$ cat config.mk
export PLATFORM = sky130hd
export DESIGN_NAME = dram_arbiter
export DESIGN_NICKNAME = d
export VERILOG_FILES = /design/src/rtl/dram_arbiter.sv
export SDC_FILE = /design/constraint.sdc
export NUM_CORES = 1
export LEC_CHECK = 0
export ABC_AREA = 0
export ABC_CLOCK_PERIOD_IN_PS = 1600
export CORE_ASPECT_RATIO = 1.75
export CORE_MARGIN = 5
export CORE_UTILIZATION = 35
export CTS_BUF_LIST = sky130_fd_sc_hd__clkbuf_4 sky130_fd_sc_hd__clkbuf_8
export CTS_CLUSTER_DIAMETER = 40
export DETAILED_ROUTE_END_ITERATION = 7
export DONT_BUFFER_PORTS = 1
export SYNTH_ARGS = -nofsm -noshare
export SYNTH_HDL_FRONTEND = slang
export SYNTH_SLANG_ARGS = --single-unit
$ cat constraint.sdc
create_clock -name cpu_clk -period 1.6 [get_ports cpu_clk]
set_clock_uncertainty 0.15 [all_clocks]
set_input_delay 0.08 -clock cpu_clk [delete_from_list [all_inputs] [get_ports cpu_clk]]
set_output_delay 0.08 -clock cpu_clk [all_outputs]
set_load 0.01 [all_outputs]
$ cat src/rtl/dram_arbiter.sv
// Two-master arbiter sharing one DRAM port through an IDLE/ACCESS/DONE FSM.
// Build option: define ARB_ROUND_ROBIN_EN for round-robin ties; otherwise m0 wins ties.

module dram_arbiter_port #(
    parameter int DATA_W = 32
) (
    input  logic              cpu_clk,
    input  logic              fpga_rstn,
    input  logic              i_sel,
    input  logic              i_rd,
    input  logic [DATA_W-1:0] i_spo,
    output logic              o_gnt,
    output logic [DATA_W-1:0] o_rdata
);
    logic              r_gnt;
    logic [DATA_W-1:0] r_rdata;

    // i_sel is high only in this master's ACCESS cycle, so gnt lands in DONE
    always_ff @(posedge cpu_clk or negedge fpga_rstn) begin
        if (!fpga_rstn) begin
            r_gnt   <= 1'b0;
            r_rdata <= '0;
        end else begin
            r_gnt <= i_sel;
            if (i_sel && i_rd)
                r_rdata <= i_spo;
        end
    end

    assign o_gnt   = r_gnt;
    assign o_rdata = r_rdata;
endmodule

module dram_arbiter #(
    parameter int ADDR_W = 14,
    parameter int DATA_W = 32
) (
    input  logic              cpu_clk,
    input  logic              fpga_rstn,
    input  logic              m0_req,
    input  logic              m0_we,
    input  logic [ADDR_W-1:0] m0_addr,
    input  logic [DATA_W-1:0] m0_wdata,
    output logic              m0_gnt,
    output logic [DATA_W-1:0] m0_rdata,
    input  logic              m1_req,
    input  logic              m1_we,
    input  logic [ADDR_W-1:0] m1_addr,
    input  logic [DATA_W-1:0] m1_wdata,
    output logic              m1_gnt,
    output logic [DATA_W-1:0] m1_rdata,
    output logic [ADDR_W-1:0] dram_a,
    output logic              dram_we,
    output logic [DATA_W-1:0] dram_d,
    input  logic [DATA_W-1:0] dram_spo,
    output logic              busy,
    output logic              owner
);
    localparam logic [1:0] S_IDLE   = 2'd0;
    localparam logic [1:0] S_ACCESS = 2'd1;
    localparam logic [1:0] S_DONE   = 2'd2;

    logic [1:0]        r_state;
    logic              r_last;
    logic              r_owner;
    logic              r_busy;
    logic              r_we_q;
    logic [ADDR_W-1:0] r_addr_q;
    logic [DATA_W-1:0] r_wdata_q;

    logic [1:0]             w_req;
    logic                   w_win;
    logic [1:0]             w_sel;
    logic [1:0]             w_gnt;
    logic [1:0][DATA_W-1:0] w_rdata;

    assign w_req = {m1_req, m0_req};

    always_comb begin
        w_win = 1'b0;
        if (w_req == 2'b10)
            w_win = 1'b1;
        else if (w_req == 2'b11) begin
`ifdef ARB_ROUND_ROBIN_EN
            w_win = !r_last;
`else
            w_win = 1'b0;
`endif
        end
    end

    // we_q doubles as dram_we: raised for ACCESS only, cleared on the way to DONE
    always_ff @(posedge cpu_clk or negedge fpga_rstn) begin
        if (!fpga_rstn) begin
            r_state   <= S_IDLE;
            r_last    <= 1'b1;
            r_owner   <= 1'b0;
            r_busy    <= 1'b0;
            r_we_q    <= 1'b0;
            r_addr_q  <= '0;
            r_wdata_q <= '0;
        end else begin
            case (r_state)
                S_IDLE: begin
                    if (|w_req) begin
                        r_owner   <= w_win;
                        r_we_q    <= w_win ? m1_we    : m0_we;
                        r_addr_q  <= w_win ? m1_addr  : m0_addr;
                        r_wdata_q <= w_win ? m1_wdata : m0_wdata;
                        r_busy    <= 1'b1;
                        r_state   <= S_ACCESS;
                    end
                end
                S_ACCESS: begin
                    r_we_q  <= 1'b0;
                    r_state <= S_DONE;
                end
                S_DONE: begin
                    r_last  <= r_owner;
                    r_busy  <= 1'b0;
                    r_state <= S_IDLE;
                end
                default: begin
                    r_we_q  <= 1'b0;
                    r_busy  <= 1'b0;
                    r_state <= S_IDLE;
                end
            endcase
        end
    end

    genvar g;
    generate
        for (g = 0; g < 2; g++) begin : g_port
            assign w_sel[g] = (r_state == S_ACCESS) && (r_owner == 1'(g));
            dram_arbiter_port #(.DATA_W(DATA_W)) u_port (
                .cpu_clk   (cpu_clk),
                .fpga_rstn (fpga_rstn),
                .i_sel     (w_sel[g]),
                .i_rd      (!r_we_q),
                .i_spo     (dram_spo),
                .o_gnt     (w_gnt[g]),
                .o_rdata   (w_rdata[g])
            );
        end
    endgenerate

    assign m0_gnt   = w_gnt[0];
    assign m1_gnt   = w_gnt[1];
    assign m0_rdata = w_rdata[0];
    assign m1_rdata = w_rdata[1];
    assign dram_a   = r_addr_q;
    assign dram_d   = r_wdata_q;
    assign dram_we  = r_we_q;
    assign busy     = r_busy;
    assign owner    = r_owner;
endmodule

==> impl_metrics.toml, run 1 <==
[yosys]
postSynthRegisterBits = 117
postSynthAreaPerCell_um2 = 16.30
netlist-cell-type-count = 17
yosysWarningCount = 0
synth_sequential_area_ratio_pct = 57.94
netlist_instances = 310
synth_area_um2 = 5054
postSynthNetCount = 440

[cts]
cts.hold.buffers_added = 104
cts_buffers = 17
ctsHtreeMaxLevel = 4
post_cts.resized_instances = 1
cts-root-to-sink-buffers = 2
cts.sink_count = 117
root_buffer = "sky130_fd_sc_hd__clkbuf_8"
post_cts_buffers = 0

[floorplan]
die_y_um = 169.0
floorplan.initialDensity_pct = 35.35
fp.dieW_um = 100.8
std_cell_rows = 58
pin_count = 245

[run_status]
failed_stage = "4_1_cts"
outcome = "did not finish"
toolErrorMsg = "[ERROR RSZ-0060] Max buffer count reached."

[placed_design]
portBuffers = 0
half_perimeter_wire_length_after_placement_um = 8417
place_area_um2 = 5315
gpl.final_weighted_congestion = 0.7683
through the flow:
step / instances / util, % / setup WS, ps
after floorplan: 310 / - / -27.93
after global placement: 485 / 37.18 / -71.35
after detailed placement: 485 / 37.18 / -96.51
synth_stat cells, drive strengths merged:
cell,count,area (um^2)
a21o,1,7.510
a21oi,3,15.01
and3b,1,8.760
buf,17,143.9
dfrtp,117,2928
inv,4,15.01
mux2,156,1869
nand2b,1,6.260
nor2,4,15.01
nor2b,3,18.77
nor3,2,15.01
o221a,1,11.26
kinds of logic after synthesis:
family                 share of synthesized area (%)
multiplexers                                   36.99
buffers and inverters                          3.144
AND/OR/NAND/NOR                                1.263
AO/OA/AOI/OAI                                 0.6684
flip-flops                                     57.94
==> inputs of run 2 (changes only) <==
==> config.mk (replaced) <==
export PLATFORM = sky130hd
export DESIGN_NAME = dram_arbiter
export DESIGN_NICKNAME = d
export VERILOG_FILES = /design/src/rtl/dram_arbiter.sv
export SDC_FILE = /design/constraint.sdc
export NUM_CORES = 1
export LEC_CHECK = 0
export ABC_AREA = 0
export ABC_CLOCK_PERIOD_IN_PS = 2100
export CORE_MARGIN = 5
export CORE_UTILIZATION = 20
export DETAILED_ROUTE_END_ITERATION = 7
export DONT_BUFFER_PORTS = 1
export PLACE_DENSITY_LB_ADDON = 0.15
export SYNTH_ARGS = -nofsm -noshare
export SYNTH_HDL_FRONTEND = slang
export SYNTH_SLANG_ARGS = --single-unit
==> constraint.sdc (replaced) <==
create_clock -name cpu_clk -period 2.1 [get_ports cpu_clk]
set_clock_uncertainty 0.15 [all_clocks]
set_input_delay 0.105 -clock cpu_clk [delete_from_list [all_inputs] [get_ports cpu_clk]]
set_output_delay 0.105 -clock cpu_clk [all_outputs]
set_load 0.01 [all_outputs]
==> run 2 against run 1 <==
Against the previous run: the flow now finishes, with violations (hold timing); synthesized area stayed put; synthesized cell count is the same.
==> impl_metrics.toml, run 2 <==
[yosys]
netlist-cell-type-count = 17
synth_area_um2 = 5054
yosysMostFrequentCell = "sky130_fd_sc_hd__dfrtp_1"
synth_flop_cell = "sky130_fd_sc_hd__dfrtp_1"
post_synthesis_cell_type_with_the_largest_combined_area = "sky130_fd_sc_hd__dfrtp_1"
synth_edf_count = 0
netlist_instances = 310
postSynthRegisterBits = 117
postSynthAreaPerCell_um2 = 16.30
synth_commonest_cells = "sky130_fd_sc_hd__dfrtp_1 (117), sky130_fd_sc_hd__mux2_2 (108), sky130_fd_sc_hd__mux2_4 (30)"
yosysWarningCount = 0
async_flop_share_pct = 100.0
postSynthNetCount = 440
synth_sequential_area_ratio_pct = 57.94
synth.area.top_cells = "sky130_fd_sc_hd__dfrtp_1 (58%), sky130_fd_sc_hd__mux2_2 (24%), sky130_fd_sc_hd__mux2_4 (8.9%)"
synth_top_area_share_pct = 57.94

[cts]
post_cts.resized_instances = 0
cts_tree = "built"
clk_latency_ps = 400
cts.reportedPaths.clkPinSlew_ps = 60
cts.sink_count = 117
cts_buffers = 17
post_cts_buffers = 0
cts-root-to-sink-buffers = 2
ctsHtreeMaxLevel = 4
cts.hold.buffers_added = 128
root_buffer = "sky130_fd_sc_hd__clkbuf_16"

[final_layout]
syn_to_final_growth_pct = 44.17
fillerInstances = 2498
fin_util_pct = 29.10
drive_above_1_share_pct = 39.08
mostFrequentLayoutCells = "sky130_fd_sc_hd__dlygate4sd3_1 (128), sky130_fd_sc_hd__dfrtp_1 (117), sky130_fd_sc_hd__mux2_2 (108), sky130_fd_sc_hd__mux2_4 (30), sky130_fd_sc_hd__mux2_1 (18)"
layout.nets = 575
number_of_flip_flops_under_the_largest_register_name = 64
mostFrequentLayoutCell = "sky130_fd_sc_hd__dlygate4sd3_1"
antennaDiodeCount = 0
area.sequential_um2 = 2928
multi_input_comb_area_um2 = 1993

[power]
max-vdd-ir-drop_uv = 510.2
cell_internal_pwr_mw = 6.827
clockPowerShare_pct = 27.3
p_sw_share_pct = 33.27
netSwitchingPower_mw = 3.404
sequentialPowerShare_pct = 47.8
power.share.combinational_pct = 24.9
power_per_cell_area_nw_per_um2 = 1404
leakagePower_nw = 2.977
design_power_mw = 10.23

[flow_run]
max_cap_violations = 0

[routing]
drt_wl_total_um = 13230
detail-route-antenna-nets = 0
drt_pass1_iterations = 4
drt-initial-drc-count = 88
wl_per_cell_um = 16.79
via_count = 3047
count_of_unresolved_drc_violations_after_routing = 0
vias_per_cell = 3.867

[floorplan]
floorplan.initialDensity_pct = 20.18
core_area_um2 = 25040
pin_count = 245
die_y_um = 169.0
fp.dieW_um = 169.0
die_area_um2 = 28550
std_cell_rows = 58

[grt]
globalRoute.totalOverflow = 0
antenna_violations_before_repair = 0
grt_first_pass_wirelength_um = 20200
via_count_of_the_first_global_routing_pass = 3386
grt_max_degree = 118
grt_use_total_pct = 9.100

[sta]
grt_setup_unrepaired = "false"
timing_hold_violations_final = 117
finalHoldWorstSlack_ps = -758.4
timing.final.max_slew_violations = 0
setup_viol_count_final = 0
timing.max_slew.rel_slack_pct = 74.40
worst_slew_pin_slew_ps = 383.9
max_freq_mhz = 489.2
min_period_over_period_pct = 97.35
finalWorstSetupSlack_ps = 55.69
setup-tns-final_ps = 0
period_minus_slack_ps = 2044

[critical_path]
worst_path_max_delay_cell = "sky130_fd_sc_hd__dlygate4sd3_1"
worstSetupStartpoint = "m0_req"
worstPathArrival_ps = 2190
cp-start-kind = "input port"
cp_slowest_stage_delay_ps = 620
timing.critical_path.to_type = "register"
rrSetupSlack_ps = 300
regToRegStartpoint = "r_state[1]$_DFFE_PN0P_"
worst_path_most_repeated_cell = "sky130_fd_sc_hd__dlygate4sd3_1"
cp_num_buf_inv = 2
cp.required_ps = 2250
worstPathCellList = "dlygate4sd3_1 -> nor2b_4 -> mux2_1 -> dlygate4sd3_1 -> mux2_2"
critical_path_class = "in -> reg"
path_delay_family = "buffers and inverters"
worst-path-max-fanout = 7

[run_status]
violations_in_the_final_reports = "hold timing"
outcome = "complete, but fails checks"

[placed_design]
gpl.final_weighted_congestion = 0.6777
half_perimeter_wire_length_after_placement_um = 8455
portBuffers = 0
dpl_worst_slack_ps = 298.9

[hold_path]
timing.hold.worst.class = "in -> async"
## run 2: metal layers
layer	track usage (%)	share of wire, %	wire length (um)
met1	9.901	38	5024
met2	15.59	51	6798
met3	3.993	9.2	1218
met4	3.564	1.5	192
met5	0	0	0
## run 2: stage by stage
stage	instances	area (um^2)
global route	788	7286
floorplan	310	5054
finish	788	7286
global placement	628	5436
detailed placement	628	5436
CTS	788	7286
## run 2: worst paths after layout
| kind | to | cells after the start |
|---|---|---|
| worst max-delay path | dram_d[22]$_DFFE_PN0P_ | 5 |
| worst min-delay path | g_port[0].u_port.o_rdata[5]$_DFFE_PN0P_ | 0 |
| worst max register to register | g_port[1].u_port.o_rdata[0]$_DFFE_PN0P_ | 4 |
| worst min register to register | g_port[0].u_port.o_rdata[5]$_DFFE_PN0P_ | 1 |
| max in group asynchronous | dram_d[15]$_DFFE_PN0P_ | 0 |
| min in group cpu_clk | dram_we$_DFFE_PN0P_ | 3 |
## run 2: power by group through the flow
stage	Sequential (mW)	Clock, mW	Combinational [mW]
final	4.90	2.79	2.55
after global routing	5.06	3.04	2.76
after floorplan	4.56	0	2.07
after global placement	5.03	0	2.30
after CTS	4.96	2.93	2.59
after detailed placement	4.97	0	2.38
## run 2: kinds of logic (layout without fill, tap and decap cells)
kind of cell	Yosys count	count (layout)	synth area share, %
AO/OA/AOI/OAI	5	5	0.6684
AND/OR/NAND/NOR	11	11	1.263
multiplexers	156	156	36.99
flip-flops	117	117	57.94
buffers and inverters	21	169	3.144
## run 2: cell type report
| class | count | area share (%) |
|---|---|---|
| sequential | 117 | 40.19 |
| multi-input combinational | 172 | 27.36 |
| timing repair buffer | 133 | 18.79 |
| clock buffer | 19 | 6.079 |
| tap | 330 | 5.667 |
| clock inverter | 13 | 1.717 |
| inverter | 4 | 0.2061 |
No activity file was read; power rests on OpenSTA's default activity.
==> inputs of run 3 (changes only) <==
--- a/config.mk
+++ b/config.mk
@@ -11,7 +11,7 @@
 export CORE_UTILIZATION = 20
 export DETAILED_ROUTE_END_ITERATION = 7
 export DONT_BUFFER_PORTS = 1
-export PLACE_DENSITY_LB_ADDON = 0.15
+export PLACE_DENSITY = 0.44
 export SYNTH_ARGS = -nofsm -noshare
 export SYNTH_HDL_FRONTEND = slang
 export SYNTH_SLANG_ARGS = --single-unit
==> run 3 against run 2 <==
Against the previous run: the run still ends with hold timing left; flip-flop and latch count unchanged; critical path depth decreased by 1; die area unchanged; critical endpoint is now g_port[1].u_port.o_rdata[0]$_DFFE_PN0P_; largest cell class unchanged; highest routed layer unchanged.
==> impl_metrics.toml, run 3 (same netlist as run 2, synthesis figures left out) <==
[run_status]
outcome = "complete, but fails checks"
violations_in_the_final_reports = "hold timing"

[routing]
drt-initial-drc-count = 68
vias_per_cell = 3.952
drt_wl_total_um = 13140
detail-route-antenna-nets = 0
drt_pass1_iterations = 4
via_count = 3110
wl_per_cell_um = 16.69
count_of_unresolved_drc_violations_after_routing = 0

[power]
design_power_mw = 10.61
power_per_cell_area_nw_per_um2 = 1444
leakagePower_nw = 3.024
max-vdd-ir-drop_uv = 471.4

[floorplan]
core_area_um2 = 25040
die_area_um2 = 28550
die_y_um = 169.0
fp.dieW_um = 169.0
std_cell_rows = 58
floorplan.initialDensity_pct = 20.18
pin_count = 245

[cts]
clk_latency_ps = 400
post_cts_buffers = 0
cts.sink_count = 117
post_cts.resized_instances = 0
cts.hold.buffers_added = 128
cts_tree = "built"
cts-root-to-sink-buffers = 2
cts.reportedPaths.clkPinSlew_ps = 60
cts_buffers = 17
root_buffer = "sky130_fd_sc_hd__clkbuf_16"
ctsHtreeMaxLevel = 4

[critical_path]
cp-start-kind = "register"
worstPathArrival_ps = 1900
critical_path_class = "reg -> reg"
timing.critical_path.to_type = "register"
worst-path-max-fanout = 32
rrSetupSlack_ps = 340
cp.required_ps = 2240

[final_layout]
finish.instance_area_um2 = 7352
antennaDiodeCount = 0
fin_util_pct = 29.37
layout.nets = 575
drive_above_1_share_pct = 38.73
mostFrequentLayoutCell = "sky130_fd_sc_hd__dlygate4sd3_1"
mostFrequentLayoutCells = "sky130_fd_sc_hd__dlygate4sd3_1 (128), sky130_fd_sc_hd__dfrtp_1 (117), sky130_fd_sc_hd__mux2_2 (108), sky130_fd_sc_hd__mux2_4 (30), sky130_fd_sc_hd__mux2_1 (18)"
syn_to_final_growth_pct = 45.48
number_of_flip_flops_under_the_largest_register_name = 64

[placed_design]
half_perimeter_wire_length_after_placement_um = 8208
gpl.final_weighted_congestion = 0.6996
place_area_um2 = 5436
portBuffers = 0
dpl_worst_slack_ps = 329.7

[sta]
max_freq_mhz = 569.1
setup-tns-final_ps = 0
grt_setup_unrepaired = "false"
worst_slew_pin_slew_ps = 384.8
timing.max_slew.rel_slack_pct = 74.35
setup_viol_count_final = 0
finalWorstSetupSlack_ps = 342.7
min_period_over_period_pct = 83.68
period_minus_slack_ps = 1757
timing.final.max_slew_violations = 0
timing_hold_violations_final = 117
finalHoldWorstSlack_ps = -756.3

[grt]
grt_use_total_pct = 9.208
grt_max_degree = 118
antenna_violations_before_repair = 0
grt_first_pass_wirelength_um = 20420
globalRoute.totalOverflow = 0
via_count_of_the_first_global_routing_pass = 3630

[flow_run]
max_cap_violations = 0

[hold_path]
timing.hold.worst.class = "in -> async"
run 3: cell types whose count changed in the layout (fill, tap and decap cells not counted):
cell / change
sky130_fd_sc_hd__clkinv_4: -2
sky130_fd_sc_hd__clkbuf_1: +1
sky130_fd_sc_hd__clkinvlp_4: -4
sky130_fd_sc_hd__clkbuf_8: +3
sky130_fd_sc_hd__clkinv_2: +1
sky130_fd_sc_hd__bufinv_16: +3
sky130_fd_sc_hd__inv_6: -3
run 3: stage by stage:
stage	hold WS [ps]	std cells
after floorplan	-340.6	310
after global placement	-337.5	628
after detailed placement	-336.7	628
after CTS	-790.4	787
after global routing	-794.5	787
final	-756.3	787
run 3: power breakdown:
part	total (mW)	switching [mW]	internal, mW	leakage, nW
registers	4.89	1.46	3.43	1.38
clock network	3.13	1.02	2.10	0.309
logic	2.60	0.830	1.77	1.33
run 3: layout make-up:
type                       count  area, um^2
fill                        2501       17680
sequential                   117        2928
tap                          330       412.9
inverter                       4       15.01
timing repair buffer         133        1369
clock buffer                  23       488.0
clock inverter                 8       146.4
multi-input combinational    172        1993
run 3: routing by layer:
metal / GRT usage, % / share of wire, % / up-vias
met5: 0 / 0 / -
li1: - / - / 1380
met2: 15.52 / 51 / 145
met3: 4.157 / 9.6 / 16
met1: 10.05 / 37 / 1569
met4: 3.881 / 2.0 / 0
run 3: critical path, stage by stage, from the launching register on:
cell and delay [ps]:
sky130_fd_sc_hd__dfrtp_1 430, sky130_fd_sc_hd__and3b_1 250, sky130_fd_sc_hd__nor2b_4 160, sky130_fd_sc_hd__buf_12 270, sky130_fd_sc_hd__mux2_2 370
run 3: final timing paths:
check | startpoint | endpoint | cells after the start
worst max register to register | r_state[1]$_DFFE_PN0P_ | g_port[1].u_port.o_rdata[0]$_DFFE_PN0P_ | 4
worst max-delay path | r_state[1]$_DFFE_PN0P_ | g_port[1].u_port.o_rdata[0]$_DFFE_PN0P_ | 4
worst min register to register | busy$_DFFE_PN0P_ | busy$_DFFE_PN0P_ | 1
min in group cpu_clk | dram_spo[6] | g_port[0].u_port.o_rdata[6]$_DFFE_PN0P_ | 2
max in group asynchronous | fpga_rstn | g_port[0].u_port.o_rdata[12]$_DFFE_PN0P_ | 0
worst min-delay path | fpga_rstn | dram_d[17]$_DFFE_PN0P_ | 0
==> inputs of run 4 (changes only) <==
==> config.mk (replaced) <==
export PLATFORM = sky130hd
export DESIGN_NAME = dram_arbiter
export DESIGN_NICKNAME = d
export VERILOG_FILES = /design/src/rtl/dram_arbiter.sv
export SDC_FILE = /design/constraint.sdc
export NUM_CORES = 1
export LEC_CHECK = 0
export ABC_AREA = 1
export ABC_CLOCK_PERIOD_IN_PS = 1500
export CORE_MARGIN = 5
export CORE_UTILIZATION = 20
export DETAILED_ROUTE_END_ITERATION = 7
export DONT_BUFFER_PORTS = 1
export PLACE_DENSITY = 0.45
export SYNTH_ARGS = -nofsm -noshare
export SYNTH_HDL_FRONTEND = slang
export SYNTH_SLANG_ARGS = --single-unit
==> constraint.sdc (replaced) <==
create_clock -name cpu_clk -period 1.5 [get_ports cpu_clk]
set_clock_uncertainty 0.15 [all_clocks]
set_input_delay 0.075 -clock cpu_clk [delete_from_list [all_inputs] [get_ports cpu_clk]]
set_output_delay 0.075 -clock cpu_clk [all_outputs]
set_load 0.01 [all_outputs]
==> run 4 against run 3 <==
Against the previous run: the run still ends with hold timing left; cell count rose by 44%; cell area rose by 4.7%; via count is 59% higher; critical path type is now in -> reg; largest cell class unchanged; largest power group unchanged; highest routed layer unchanged.
==> impl_metrics.toml, run 4 <==
[run_status]
outcome = "complete, but fails checks"
violations_in_the_final_reports = "hold timing"

[final_layout]
number_of_flip_flops_under_the_largest_register_name = 64
syn_to_final_growth_pct = 45.23
layout.nets = 912
mostFrequentLayoutCells = "sky130_fd_sc_hd__nand2_1 (365), sky130_fd_sc_hd__dlygate4sd3_1 (132), sky130_fd_sc_hd__dfrtp_1 (117), sky130_fd_sc_hd__nand4_1 (64), sky130_fd_sc_hd__nand3_1 (48)"
multi_input_comb_area_um2 = 2096
finish.instance_area_um2 = 7701
mostFrequentLayoutCell = "sky130_fd_sc_hd__nand2_1"
antennaDiodeCount = 0
fin_util_pct = 29.55
area.sequential_um2 = 2928
fillerInstances = 2705
drive_above_1_share_pct = 7.044

[power]
max-vdd-ir-drop_uv = 882.2
leakagePower_nw = 3.845
power_per_cell_area_nw_per_um2 = 2034

[routing]
detail-route-antenna-nets = 0
vias_per_cell = 4.377
via_count = 4946
drt_pass1_iterations = 6
drt-initial-drc-count = 317
drt_wl_total_um = 18860
wl_per_cell_um = 16.69
count_of_unresolved_drc_violations_after_routing = 0

[yosys]
synth.area.top_cells = "sky130_fd_sc_hd__dfrtp_1 (55%), sky130_fd_sc_hd__nand2_1 (26%), sky130_fd_sc_hd__nand4_1 (7.6%)"
postSynthNetCount = 795
netlist-cell-type-count = 17
synth_area_um2 = 5303
yosysMostFrequentCell = "sky130_fd_sc_hd__nand2_1"
synth_top_area_share_pct = 55.21
postSynthRegisterBits = 117
yosysWarningCount = 0
async_flop_share_pct = 100.0
synth_sequential_area_ratio_pct = 55.21
synth_flop_cell = "sky130_fd_sc_hd__dfrtp_1"
synth_edf_count = 0
post_synthesis_cell_type_with_the_largest_combined_area = "sky130_fd_sc_hd__dfrtp_1"
synth_commonest_cells = "sky130_fd_sc_hd__nand2_1 (365), sky130_fd_sc_hd__dfrtp_1 (117), sky130_fd_sc_hd__nand4_1 (64)"
netlist_instances = 665
postSynthAreaPerCell_um2 = 7.974

[grt]
grt_first_pass_wirelength_um = 29640
via_count_of_the_first_global_routing_pass = 5094
globalRoute.totalOverflow = 0
antenna_violations_before_repair = 0
grt_use_total_pct = 12.43
grt_max_degree = 118

[sta]
finalHoldWorstSlack_ps = -783.2
max_freq_mhz = 730.1
timing_hold_violations_final = 117
worst_slew_pin_slew_ps = 307.4
timing.max_slew.rel_slack_pct = 79.51
grt_setup_unrepaired = "false"
setup-tns-final_ps = 0
timing.final.max_slew_violations = 0
finalWorstSetupSlack_ps = 130.4
period_minus_slack_ps = 1370
min_period_over_period_pct = 91.31
setup_viol_count_final = 0

[placed_design]
portBuffers = 0
place_area_um2 = 5717
half_perimeter_wire_length_after_placement_um = 11990
gpl.final_weighted_congestion = 0.7652
dpl_worst_slack_ps = 158.4

[floorplan]
std_cell_rows = 59
die_y_um = 172.8
floorplan.initialDensity_pct = 20.35
core_area_um2 = 26060
fp.dieW_um = 172.8
die_area_um2 = 29870
pin_count = 245

[cts]
cts.sink_count = 117
cts_tree = "built"
cts_buffers = 17
cts-root-to-sink-buffers = 2
ctsHtreeMaxLevel = 4
cts.reportedPaths.clkPinSlew_ps = 60
post_cts.resized_instances = 0
root_buffer = "sky130_fd_sc_hd__clkbuf_16"
cts.hold.buffers_added = 131
post_cts_buffers = 0
clk_latency_ps = 400

[critical_path]
timing.critical_path.to_type = "register"
cp_num_buf_inv = 2
cp.required_ps = 1640
worst_path_max_delay_cell = "sky130_fd_sc_hd__dlygate4sd3_1"
worstPathCellList = "dlygate4sd3_1 -> nand2_1 -> dlygate4sd3_1 -> nand3_1 -> nand2_1"
path_delay_family = "buffers and inverters"
critical_path_class = "in -> reg"
cp_slowest_stage_delay_ps = 660
worst-path-max-fanout = 3
cp-start-kind = "input port"
worstPathArrival_ps = 1510

[flow_run]
max_cap_violations = 0

[hold_path]
timing.hold.worst.class = "in -> async"
[run 4: cell types whose count changed in the layout (fill, tap and decap cells not counted), moves of 5 or more]
cell | previous run | this run
sky130_fd_sc_hd__nand3_1 | 0 | 48
sky130_fd_sc_hd__buf_4 | 1 | 9
sky130_fd_sc_hd__mux2_4 | 30 | 0
sky130_fd_sc_hd__mux2_1 | 18 | 0
sky130_fd_sc_hd__nand4_1 | 0 | 64
sky130_fd_sc_hd__mux2_2 | 108 | 0
sky130_fd_sc_hd__nand2_1 | 0 | 365
sky130_fd_sc_hd__buf_12 | 4 | 9
[run 4: through the flow]
| step | hold slack, ps | std cells | power (mW) |
|---|---|---|---|
| after floorplan | -370.6 | 665 | 9.171 |
| after global placement | -367.1 | 966 | 10.87 |
| after detailed placement | -367.2 | 966 | 10.92 |
| after CTS | -821.4 | 1129 | 15.99 |
| after global routing | -820.8 | 1130 | 16.86 |
| final | -783.2 | 1130 | 15.66 |
[run 4: per-layer routing]
metal / vias up / track usage (%) / share of wire, %
met2: 203 / 21.17 / 49
li1: 2379 / - / -
met3: 13 / 4.651 / 8.7
met1: 2351 / 14.49 / 41
met5: - / 0 / 0
met4: 0 / 4.029 / 1.5
[run 4: kinds of logic after synthesis]
family | count (synthesis) | share of synthesized area (%)
and+or+nand+nor | 486 | 38.89
DFF | 117 | 55.21
buffers and inverters | 59 | 5.616
AOI/OAI and AO/OA | 3 | 0.2831
[run 4: final timing paths]
path                                                               start  slack (ps)  cells after the start                                  endpoint
worst min-delay path                                           fpga_rstn        -780                      0   g_port[0].u_port.o_rdata[9]$_DFFE_PN0P_
min in group cpu_clk                                              m1_req          20                      3                         owner$_DFFE_PN0P_
worst max register to register                    r_state[1]$_DFFE_PN0P_         150                      6                    dram_d[29]$_DFFE_PN0P_
max in group asynchronous                                      fpga_rstn        1810                      0  g_port[0].u_port.o_rdata[25]$_DFFE_PN0P_
worst min register to register  g_port[0].u_port.o_rdata[21]$_DFFE_PN0P_         390                      2  g_port[0].u_port.o_rdata[21]$_DFFE_PN0P_
worst max-delay path                                              m0_req         130                      5                       dram_we$_DFFE_PN0P_
[run 4: report_power, final]
| group | internal [mW] | total (mW) | switching [mW] |
|---|---|---|---|
| logic | 1.67 | 4.36 | 2.69 |
| registers | 4.70 | 6.69 | 1.99 |
| clock network | 3.02 | 4.62 | 1.60 |
[run 4: area by class of cell]
| class | count | share of cell area, % |
|---|---|---|
| Clock buffer | 18 | 5.703 |
| Multi-Input combinational cell | 489 | 27.21 |
| Timing Repair Buffer | 150 | 20.37 |
| Tap cell | 335 | 5.443 |
| Sequential cell | 117 | 38.02 |
| Inverter | 7 | 0.3412 |
| Clock inverter | 14 | 2.908 |
[run 4: worst register-to-register path, cell delays in order, from the launching register on]
cell and delay, ps:
sky130_fd_sc_hd__dfrtp_1 420, sky130_fd_sc_hd__inv_1 90, sky130_fd_sc_hd__nand2_1 80, sky130_fd_sc_hd__nor2_4 130, sky130_fd_sc_hd__buf_12 220, sky130_fd_sc_hd__nand2_1 120
sky130_fd_sc_hd__nand2_1 80
